### src/rtl/wb_xfer_pkg.sv
`default_nettype none
// ============================================================================
// Module      : wb_xfer_pkg
// Description : Shared types and constants for the Wishbone transfer engine.
//               - xfer_state_t : engine FSM states
//               - grant_t      : last granted transfer type (read/write)
//               - wr_entry_t   : write-queue entry layout at the default widths
//               - WB_XFER_DEF_TIMEOUT : default ack timeout in cycles
// Revision    : 1.0 - initial release
// ============================================================================
package wb_xfer_pkg;

  localparam int unsigned WB_XFER_DEF_TIMEOUT = 5;

  // Widths of the default configuration; the engine builds its own
  // entry type from its parameters when they differ.
  localparam int unsigned WB_XFER_DEF_ADDR_W = 3;
  localparam int unsigned WB_XFER_DEF_DATA_W = 8;

  typedef enum logic [1:0] {
    ST_IDLE      = 2'd0,
    ST_WR_ACTIVE = 2'd1,
    ST_RD_ACTIVE = 2'd2
  } xfer_state_t;

  typedef enum logic {
    GNT_READ  = 1'b0,
    GNT_WRITE = 1'b1
  } grant_t;

  typedef struct packed {
    logic [WB_XFER_DEF_ADDR_W-1:0] addr;
    logic [WB_XFER_DEF_DATA_W-1:0] data;
  } wr_entry_t;

endpackage
`default_nettype wire

### src/rtl/wb_xfer_fifo.sv
`default_nettype none
// ============================================================================
// Module      : wb_xfer_fifo
// Description : Synchronous FIFO holding pending write requests. Head entry
//               is presented combinationally. A push while full is accepted
//               only when a pop happens in the same cycle.
// Ports       : clk, rstn      clock / asynchronous active-low reset
//               push_i, wdata_i push request and its payload
//               pop_i           remove head entry (ignored when empty)
//               rdata_o         head entry
//               full_o, empty_o occupancy flags
// Revision    : 1.0 - initial release
// ============================================================================
module wb_xfer_fifo #(
  parameter int unsigned WIDTH = 11,
  parameter int unsigned DEPTH = 4
) (
  input  logic             clk,
  input  logic             rstn,
  input  logic             push_i,
  input  logic [WIDTH-1:0] wdata_i,
  input  logic             pop_i,
  output logic [WIDTH-1:0] rdata_o,
  output logic             full_o,
  output logic             empty_o
);

  localparam int unsigned PTR_W = $clog2(DEPTH);
  localparam int unsigned CNT_W = PTR_W + 1;

  logic [WIDTH-1:0] mem_q [DEPTH];
  logic [PTR_W-1:0] wr_ptr_q;
  logic [PTR_W-1:0] rd_ptr_q;
  logic [CNT_W-1:0] count_q;
  logic             do_push;
  logic             do_pop;

  assign full_o  = (count_q == CNT_W'(DEPTH));
  assign empty_o = (count_q == '0);
  assign do_pop  = pop_i & ~empty_o;
  assign do_push = push_i & (~full_o | do_pop);

  // Pointers wrap naturally because DEPTH is a power of two.
  always_ff @(posedge clk or negedge rstn) begin
    if (!rstn) begin
      wr_ptr_q <= '0;
      rd_ptr_q <= '0;
      count_q  <= '0;
    end else begin
      if (do_push) wr_ptr_q <= wr_ptr_q + PTR_W'(1);
      if (do_pop)  rd_ptr_q <= rd_ptr_q + PTR_W'(1);
      count_q <= count_q + CNT_W'(do_push) - CNT_W'(do_pop);
    end
  end

  always_ff @(posedge clk) begin
    if (do_push) mem_q[wr_ptr_q] <= wdata_i;
  end

  assign rdata_o = mem_q[rd_ptr_q];

endmodule
`default_nettype wire

### src/rtl/wishbone_xfer_engine.sv
`default_nettype none
// ============================================================================
// Module      : wishbone_xfer_engine
// Description : Single Wishbone master between the UART transfer handler and
//               the peripheral bus. Queues writes, serves level-requested
//               reads, arbitrates round-robin, and reports ack timeouts and
//               dropped writes.
// Ports       : clk, rstn                      clock / async active-low reset
//               wr_en, wr_addr, wr_data        write request into the queue
//               wr_busy, wr_drop               queue full / request discarded
//               wr_ack, wr_timeout             write completed / abandoned
//               rd_req, rd_addr                read request (level) + address
//               rd_data, rd_valid, rd_ack      read result handshake
//               rd_timeout                     read abandoned
//               wb_*                           Wishbone master interface
// Options     : WB_XFER_RETRY_EN - a timed-out write is reissued up to
//               MAX_RETRIES times before being discarded.
// Revision    : 1.0 - initial release
// ============================================================================
module wishbone_xfer_engine
  import wb_xfer_pkg::*;
#(
  parameter int unsigned DATA_W             = 8,
  parameter int unsigned ADDR_W             = 3,
  parameter int unsigned WR_FIFO_DEPTH      = 4,
  parameter int unsigned ACK_TIMEOUT_CYCLES = WB_XFER_DEF_TIMEOUT,
  parameter int unsigned FLIP_BIT_ORDER     = 0,
  parameter int unsigned MAX_RETRIES        = 2
) (
  input  logic                                     clk,
  input  logic                                     rstn,
  input  logic                                     wr_en,
  input  logic [ADDR_W-1:0]                        wr_addr,
  input  logic [DATA_W-1:0]                        wr_data,
  output logic                                     wr_busy,
  output logic                                     wr_drop,
  output logic                                     wr_ack,
  output logic                                     wr_timeout,
  input  logic                                     rd_req,
  input  logic [ADDR_W-1:0]                        rd_addr,
  output logic [DATA_W-1:0]                        rd_data,
  output logic                                     rd_valid,
  input  logic                                     rd_ack,
  output logic                                     rd_timeout,
  output logic                                     wb_cyc_o,
  output logic                                     wb_stb_o,
  output logic                                     wb_we_o,
  output logic [((DATA_W/8 < 1) ? 1 : DATA_W/8)-1:0] wb_sel_o,
  output logic [ADDR_W-1:0]                        wb_adr_o,
  output logic [DATA_W-1:0]                        wb_dat_o,
  input  logic [DATA_W-1:0]                        wb_dat_i,
  input  logic                                     wb_ack_i
);

  localparam int unsigned TMR_W = $clog2(ACK_TIMEOUT_CYCLES);
  localparam logic [TMR_W-1:0] TMR_LAST = TMR_W'(ACK_TIMEOUT_CYCLES - 1);

  if ((WR_FIFO_DEPTH < 2) || ((WR_FIFO_DEPTH & (WR_FIFO_DEPTH - 1)) != 0) ||
      (ACK_TIMEOUT_CYCLES < 2) || (MAX_RETRIES > 255)) begin : g_param_check
    $error("wishbone_xfer_engine: illegal parameter combination");
  end

  typedef struct packed {
    logic [ADDR_W-1:0] addr;
    logic [DATA_W-1:0] data;
  } entry_t;

  entry_t            push_ent;
  entry_t            head_ent;
  logic              fifo_full;
  logic              fifo_empty;
  logic              fifo_pop;

  xfer_state_t       state_q;
  grant_t            last_grant_q;
  logic              cyc_q;
  logic              we_q;
  logic [ADDR_W-1:0] adr_q;
  logic [DATA_W-1:0] dat_q;
  logic [TMR_W-1:0]  timer_q;
  logic              wr_ack_q;
  logic              wr_timeout_q;
  logic              rd_timeout_q;
  logic [DATA_W-1:0] rd_data_q;
  logic              rd_valid_q;

  logic              wr_pend;
  logic              rd_pend;
  logic              grant_wr;
  logic              grant_rd;
  logic              timer_last;
  logic              wr_final;
  logic [DATA_W-1:0] bus_dat_in;

  assign push_ent = '{addr: wr_addr, data: wr_data};

  wb_xfer_fifo #(
    .WIDTH ($bits(entry_t)),
    .DEPTH (WR_FIFO_DEPTH)
  ) u_wr_fifo (
    .clk     (clk),
    .rstn    (rstn),
    .push_i  (wr_en),
    .wdata_i (push_ent),
    .pop_i   (fifo_pop),
    .rdata_o (head_ent),
    .full_o  (fifo_full),
    .empty_o (fifo_empty)
  );

  // Reads are held off while an unconsumed result is pending.
  assign wr_pend  = ~fifo_empty;
  assign rd_pend  = rd_req & ~rd_valid_q;
  assign grant_wr = wr_pend & (~rd_pend | (last_grant_q == GNT_READ));
  assign grant_rd = rd_pend & ~grant_wr;

  assign timer_last = (timer_q == TMR_LAST);

  // The head leaves the queue on ack, or on a timeout that is final.
  assign fifo_pop = (state_q == ST_WR_ACTIVE) & (wb_ack_i | (timer_last & wr_final));

  // A full-queue push survives only if the head leaves in the same cycle.
  assign wr_drop = wr_en & fifo_full & ~fifo_pop;
  assign wr_busy = fifo_full;

`ifdef WB_XFER_RETRY_EN
  localparam int unsigned RTY_W = (MAX_RETRIES < 1) ? 1 : $clog2(MAX_RETRIES + 1);

  logic [RTY_W-1:0] retry_q;

  assign wr_final = (retry_q == RTY_W'(MAX_RETRIES));

  // Counts reissues of the current head entry only.
  always_ff @(posedge clk or negedge rstn) begin
    if (!rstn) begin
      retry_q <= '0;
    end else if (fifo_pop) begin
      retry_q <= '0;
    end else if ((state_q == ST_WR_ACTIVE) && timer_last && !wb_ack_i) begin
      retry_q <= retry_q + RTY_W'(1);
    end
  end
`else
  assign wr_final = 1'b1;
`endif

  if (FLIP_BIT_ORDER != 0) begin : g_flip
    for (genvar b = 0; b < DATA_W; b++) begin : g_bit
      assign wb_dat_o[b]   = dat_q[DATA_W-1-b];
      assign bus_dat_in[b] = wb_dat_i[DATA_W-1-b];
    end
  end else begin : g_straight
    assign wb_dat_o   = dat_q;
    assign bus_dat_in = wb_dat_i;
  end

  always_ff @(posedge clk or negedge rstn) begin
    if (!rstn) begin
      state_q      <= ST_IDLE;
      last_grant_q <= GNT_READ;
      cyc_q        <= 1'b0;
      we_q         <= 1'b0;
      adr_q        <= '0;
      dat_q        <= '0;
      timer_q      <= '0;
      wr_ack_q     <= 1'b0;
      wr_timeout_q <= 1'b0;
      rd_timeout_q <= 1'b0;
      rd_data_q    <= '0;
      rd_valid_q   <= 1'b0;
    end else begin
      wr_ack_q     <= 1'b0;
      wr_timeout_q <= 1'b0;
      rd_timeout_q <= 1'b0;
      // Clear first so a same-cycle read completion below takes priority.
      if (rd_ack) rd_valid_q <= 1'b0;

      case (state_q)
        ST_IDLE: begin
          if (grant_wr) begin
            state_q      <= ST_WR_ACTIVE;
            cyc_q        <= 1'b1;
            we_q         <= 1'b1;
            adr_q        <= head_ent.addr;
            dat_q        <= head_ent.data;
            last_grant_q <= GNT_WRITE;
            timer_q      <= '0;
          end else if (grant_rd) begin
            state_q      <= ST_RD_ACTIVE;
            cyc_q        <= 1'b1;
            we_q         <= 1'b0;
            adr_q        <= rd_addr;
            last_grant_q <= GNT_READ;
            timer_q      <= '0;
          end
        end

        ST_WR_ACTIVE: begin
          if (wb_ack_i) begin
            state_q  <= ST_IDLE;
            cyc_q    <= 1'b0;
            we_q     <= 1'b0;
            wr_ack_q <= 1'b1;
          end else if (timer_last) begin
            state_q      <= ST_IDLE;
            cyc_q        <= 1'b0;
            we_q         <= 1'b0;
            wr_timeout_q <= wr_final;
          end else begin
            timer_q <= timer_q + TMR_W'(1);
          end
        end

        ST_RD_ACTIVE: begin
          if (wb_ack_i) begin
            state_q    <= ST_IDLE;
            cyc_q      <= 1'b0;
            rd_data_q  <= bus_dat_in;
            rd_valid_q <= 1'b1;
          end else if (timer_last) begin
            state_q      <= ST_IDLE;
            cyc_q        <= 1'b0;
            rd_timeout_q <= 1'b1;
          end else begin
            timer_q <= timer_q + TMR_W'(1);
          end
        end

        default: begin
          state_q <= ST_IDLE;
          cyc_q   <= 1'b0;
          we_q    <= 1'b0;
        end
      endcase
    end
  end

  assign wb_cyc_o   = cyc_q;
  assign wb_stb_o   = cyc_q;
  assign wb_we_o    = we_q;
  assign wb_sel_o   = '1;
  assign wb_adr_o   = adr_q;
  assign wr_ack     = wr_ack_q;
  assign wr_timeout = wr_timeout_q;
  assign rd_timeout = rd_timeout_q;
  assign rd_data    = rd_data_q;
  assign rd_valid   = rd_valid_q;

endmodule
`default_nettype wire

### config.mk
export PLATFORM = sky130hd
export DESIGN_NAME = wishbone_xfer_engine
export DESIGN_NICKNAME = d
export VERILOG_FILES = /design/src/rtl/wb_xfer_pkg.sv /design/src/rtl/wb_xfer_fifo.sv /design/src/rtl/wishbone_xfer_engine.sv
export SDC_FILE = /design/constraint.sdc
export NUM_CORES = 1
export LEC_CHECK = 0
export ABC_AREA = 1
export CELL_PAD_IN_SITES_DETAIL_PLACEMENT = 1
export CELL_PAD_IN_SITES_GLOBAL_PLACEMENT = 2
export CORE_MARGIN = 2
export CORE_UTILIZATION = 35
export DETAILED_ROUTE_END_ITERATION = 8
export PLACE_DENSITY_LB_ADDON = 0.1
export SLEW_MARGIN = 5
export SYNTH_ARGS = -nofsm -noshare
export SYNTH_HDL_FRONTEND = slang
export SYNTH_SLANG_ARGS = --single-unit
### constraint.sdc
create_clock -name clk -period 5.2 [get_ports clk]
set_input_delay 1.56 -clock clk [delete_from_list [all_inputs] [get_ports clk]]
set_output_delay 1.56 -clock clk [all_outputs]
set_load 0.005 [all_outputs]
==> flow_summary.toml, run 1 <==
[synthesis]
ys.flop_type = "edfxtp_1"
syn-cell-area_sq_mm = 0.00359
syn_nets = 368
syn_area_per_cell_sq_um = 10.9
yosys_warnings = 0
synth_cell_types = 31
syn_inst = 328
synth-edff-count = 44
ys_ff_latch = 82
yosysSeqAreaShare = 0.633
async_flop_share = 0.463

[clock_network]
cts-root-buf = "clkbuf_8"
cts_setup_buffers = 0
cts_buffers = 9
tritoncts = "done"
clockBufferDepth = 2
clk_latency_ns = 0.36
hold_buffers = 0
htreeDepth = 3
cts_resized = 0
clock_sinks = 82
clkTransAtPathRegs_ns = 0.08

[setup_path]
worstSetupEndpointType = "output port"
worstSetupPathType = "in2out"
startpoint_type = "input port"
arrival_ns = 3.03
required_ns = 3.64
worstPathMaxFanout = 5

[run_status]
status = "complete, no violations"

[placement]
io_buffers = 55
numPlacedInstances = 511
hpwl_um = 5240
gp_congestion = 0.719

[power]
cellPowerDensity_mw_per_mm2 = 561
irDropWorstVdd_mv = 0.225
total_power_mw = 2.51
p_leak_nw = 1.89

[sta]
fmaxAchievable_mhz = 218
setup_viol = 0
finalClockSkew_ns = 0.00927
fin_tns_setup_ns = 0
fin_crit_sh = 0.883
min_period_ns = 4.59
slew_headroom = 0.358
rsz0062_at_grt = "no"
slew_violations = 0
holdWs_ns = 0.479
worst_slew_pin_slew_ns = 0.963
hold_viol_final = 0

[floorplanning]
die_y_um = 105
initial_utilization = 0.364
coreArea_sq_mm = 0.00986
die-area_sq_mm = 0.0111
rows = 36
ios = 57
die_x_um = 105

[drt]
drt_wl_total_um = 7340
drc = 0
drt_iter0_drc = 68
vias = 2361
wl_per_cell_um = 13.9
routed_via_density = 4.48
dr.pass1.iters = 4
ant_nets = 0

[global_routing]
grt_max_degree = 39
grt_pass1_vias = 2508
globalRouteTotalUtil = 0.149
antenna_found_initial = 0
grt_pass1_wl_um = 12500
grt-ovfl-total = 0

[job]
cap_violations = 0

[finish]
final_cells = 527
final_cell_mix = "nand2_1 (76), clkdlybuf4s50_1 (54), edfxtp_1 (44)"
layout_commonest_cell = "nand2_1"
area_growth_syn_to_layout_pct = 24.5
antenna_cells = 0
layout.nets = 429
final_util = 0.453
layout-drive-gt1-share = 0.135

[min_path]
hold_class = "reg2reg"
## cell usage after synthesis (3+ instances only)
| master | n | area [sq um] |
|---|---|---|
| a21oi_1 | 4 | 20.0 |
| buf_2 | 4 | 20.0 |
| buf_4 | 5 | 37.5 |
| dfrtp_1 | 38 | 951 |
| edfxtp_1 | 44 | 1320 |
| ha_1 | 11 | 138 |
| inv_1 | 29 | 109 |
| inv_2 | 5 | 18.8 |
| mux2_2 | 8 | 90.1 |
| nand2_1 | 76 | 285 |
| nand2_2 | 6 | 37.5 |
| nand3_1 | 13 | 65.1 |
| nand3_2 | 3 | 30.0 |
| nor2_1 | 33 | 124 |
| o21ai_0 | 16 | 80.1 |
| o21ai_1 | 12 | 60.1 |
| or2_2 | 3 | 18.8 |
## cells by family (layout without fill, tap and decap cells)
kind of cell / Yosys count / count (layout) / synth area share
AO/OA/AOI/OAI: 32 / 32 / 0.0446
AND/OR/NAND/NOR: 144 / 144 / 0.188
XOR/XNOR: 4 / 4 / 0.00976
multiplexers: 8 / 8 / 0.0251
other: 1 / 1 / 0.00105
buffers and inverters: 45 / 111 / 0.0544
adder cells (fa/ha/maj): 12 / 12 / 0.0439
flip-flops: 82 / 82 / 0.633
## worst max-delay path: stages
cell and delay, ns:
clkdlybuf4s50_1 0.50, inv_2 0.11, nand2_2 0.08, nand2_1 0.09, nand2_2 0.08, nor2_1 0.10, clkdlybuf4s50_1 0.51
## final timing paths
check / start / end / slack [ns] / cells past startpoint
worst max register to register: timer_q[0] / u_wr_fifo.count_q[2] / 2.94 / 12
max in group asynchronous: rstn / rd_data[4] / 3.30 / 1
worst min register to register: wb_we_o / wb_we_o / 0.48 / 2
min in group asynchronous: rstn / wb_dat_o[7] / 1.32 / 1
worst max-delay path: wb_ack_i / wr_drop / 0.61 / 7
worst min-delay path: wb_we_o / wb_we_o / 0.48 / 2
## layout make-up
cell class / instances / area (sq um)
multi-input cells: 201 / 1120
flip-flops and latches: 82 / 2270
clock buffers: 10 / 128
clock inverters: 6 / 67.6
well taps: 133 / 166
repair buffers: 59 / 576
fillers: 1082 / 5400
inverters: 36 / 138
## state kept, by name (all words and copies together) (netlist names), 3 cells and up
| signal | count |
|---|---|
| rd_data | 8 |
| timer_q | 3 |
| u_wr_fifo.count_q | 3 |
| u_wr_fifo.mem_q | 44 |
| wb_adr_o | 3 |
| wb_dat_o | 8 |
## stage by stage
| step | area (sq um) | worst slack (ns) |
|---|---|---|
| 2_1_floorplan | 3590 | 1.71 |
| 3_3_place_gp | 4270 | 0.613 |
| 3_5_place_dp | 4270 | 0.598 |
| 4_1_cts | 4470 | 0.590 |
| 5_1_grt | 4470 | 0.514 |
| 6_report | 4470 | 0.608 |
## power by group
group	switching [mW]	total, mW	internal (mW)
logic	0.560	1.02	0.457
registers	0.136	1.04	0.901
clock network	0.230	0.452	0.222
## layer usage
metal	track usage	up-vias	part of all wire
li1	-	1183	-
met1	0.190	1131	0.47
met2	0.241	34	0.48
met3	0.0284	13	0.032
met4	0.0771	0	0.023
met5	0	-	0
Power figures use the tool's default switching activity.
==> run 2, diff against run 1 <==
Settings changed: CORE_UTILIZATION 35 to 37, SLEW_MARGIN 5 to 10.
==> run 2 against run 1 <==
Against the previous run:
- non-clock buffer count is 1 lower
- cell area grew 0.22%
- sequential share of layout area down 0.11 points
- first-iteration DRC count is 7.4% lower
- sequential power is essentially flat
- maximum frequency hardly changed
- combinational power about the same
- core utilization grew 2.7 points
- clock power is 12% higher
==> flow_summary.toml, run 2 (same netlist as run 1, synthesis figures left out) <==
[placement]
hpwl_um = 5280
io_buffers = 55
gp_congestion = 0.727
numPlacedInstances = 506
dp_slack_ns = 0.607
place_area_sq_mm = 0.00426

[drt]
drc = 0
drt_wl_total_um = 7680
ant_nets = 0
wl_per_cell_um = 14.7
vias = 2398
drt_iter0_drc = 63
routed_via_density = 4.59
dr.pass1.iters = 4

[sta]
timing.final.ws_setup_ns = 0.606
fmaxAchievable_mhz = 218
finalClockSkew_ns = 0.0119
setup_viol = 0
hold_viol_final = 0
holdWs_ns = 0.478
rsz0062_at_grt = "no"
slew_headroom = 0.264
fin_crit_sh = 0.883
slew_violations = 0
min_period_ns = 4.59
fin_tns_setup_ns = 0
worst_slew_pin_slew_ns = 1.10

[floorplanning]
rows = 35
coreArea_sq_mm = 0.00933
initial_utilization = 0.385
die_y_um = 102
die_x_um = 102
ios = 57
die-area_sq_mm = 0.0105

[power]
irDropWorstVdd_mv = 0.204
cellPowerDensity_mw_per_mm2 = 572
total_power_mw = 2.56
p_leak_nw = 1.90

[global_routing]
grt_max_degree = 39
antenna_found_initial = 0
globalRouteTotalUtil = 0.163
grt-ovfl-total = 0
grt_pass1_wl_um = 12700
grt_pass1_vias = 2556

[clock_network]
clkTransAtPathRegs_ns = 0.08
clk_latency_ns = 0.35
htreeDepth = 3
tritoncts = "done"
cts_setup_buffers = 0
cts-root-buf = "clkbuf_8"
hold_buffers = 0
cts_resized = 0
clockBufferDepth = 2
cts_buffers = 9
clock_sinks = 82

[setup_path]
worstSetupPathType = "in2out"
required_ns = 3.64
startpoint_type = "input port"
worstSetupEndpointType = "output port"
r2r_cells = 8
arrival_ns = 3.03
worstPathMaxFanout = 5

[finish]
final_util = 0.480
layout_commonest_cell = "nand2_1"
area_growth_syn_to_layout_pct = 24.8
largest_register = "u_wr_fifo.mem_q"
layout-drive-gt1-share = 0.135
largest_reg_flops = 44
final_cell_mix = "nand2_1 (76), clkdlybuf4s50_1 (54), edfxtp_1 (44)"
final_cells = 522
layout.nets = 428
final_cell_area_sq_mm = 0.00448
antenna_cells = 0

[run_status]
status = "complete, no violations"

[job]
cap_violations = 0

[min_path]
hold_class = "reg2reg"
hold_depth = 2
[run 2: cell count changes in the layout (fill, tap and decap cells not counted), sizes merged]
cell / delta
clkbuf: -1
bufinv: +1
buf: -1
[run 2: critical path, stage by stage]
cell	delay (ns)
clkdlybuf4s50_1	0.50
inv_2	0.11
nand2_2	0.07
nand2_1	0.09
nand2_2	0.09
nor2_1	0.11
clkdlybuf4s50_1	0.50
[run 2: area by class of cell]
type | instances | area [sq um]
fill | 1021 | 4850
sequential | 82 | 2270
multi-input combinational | 201 | 1120
timing repair buffer | 58 | 568
tap | 129 | 161
inverter | 36 | 138
clock buffer | 9 | 124
clock inverter | 7 | 93.8
[run 2: final timing paths]
path	start	end	slack, ns
max	wb_ack_i	wr_drop	0.61
min	wb_we_o	wb_we_o	0.48
max reg2reg	timer_q[0]	u_wr_fifo.mem_q[2][3]	2.81
min reg2reg	wb_we_o	wb_we_o	0.48
max in group asynchronous	rstn	wb_adr_o[2]	3.29
min in group asynchronous	rstn	wb_dat_o[0]	1.32
[run 2: metal layers]
layer / GRT usage / vias to the layer above / share of wire
li1: - / 1178 / -
met1: 0.218 / 1176 / 0.47
met2: 0.259 / 34 / 0.48
met3: 0.0424 / 10 / 0.029
met4: 0.0574 / 0 / 0.017
met5: 0 / - / 0
[run 2: power by group]
| part | switching [mW] | total (mW) | internal [mW] |
|---|---|---|---|
| logic | 0.566 | 1.02 | 0.454 |
| clock network | 0.236 | 0.505 | 0.269 |
| registers | 0.136 | 1.04 | 0.901 |
| total | 0.938 | 2.56 | 1.63 |
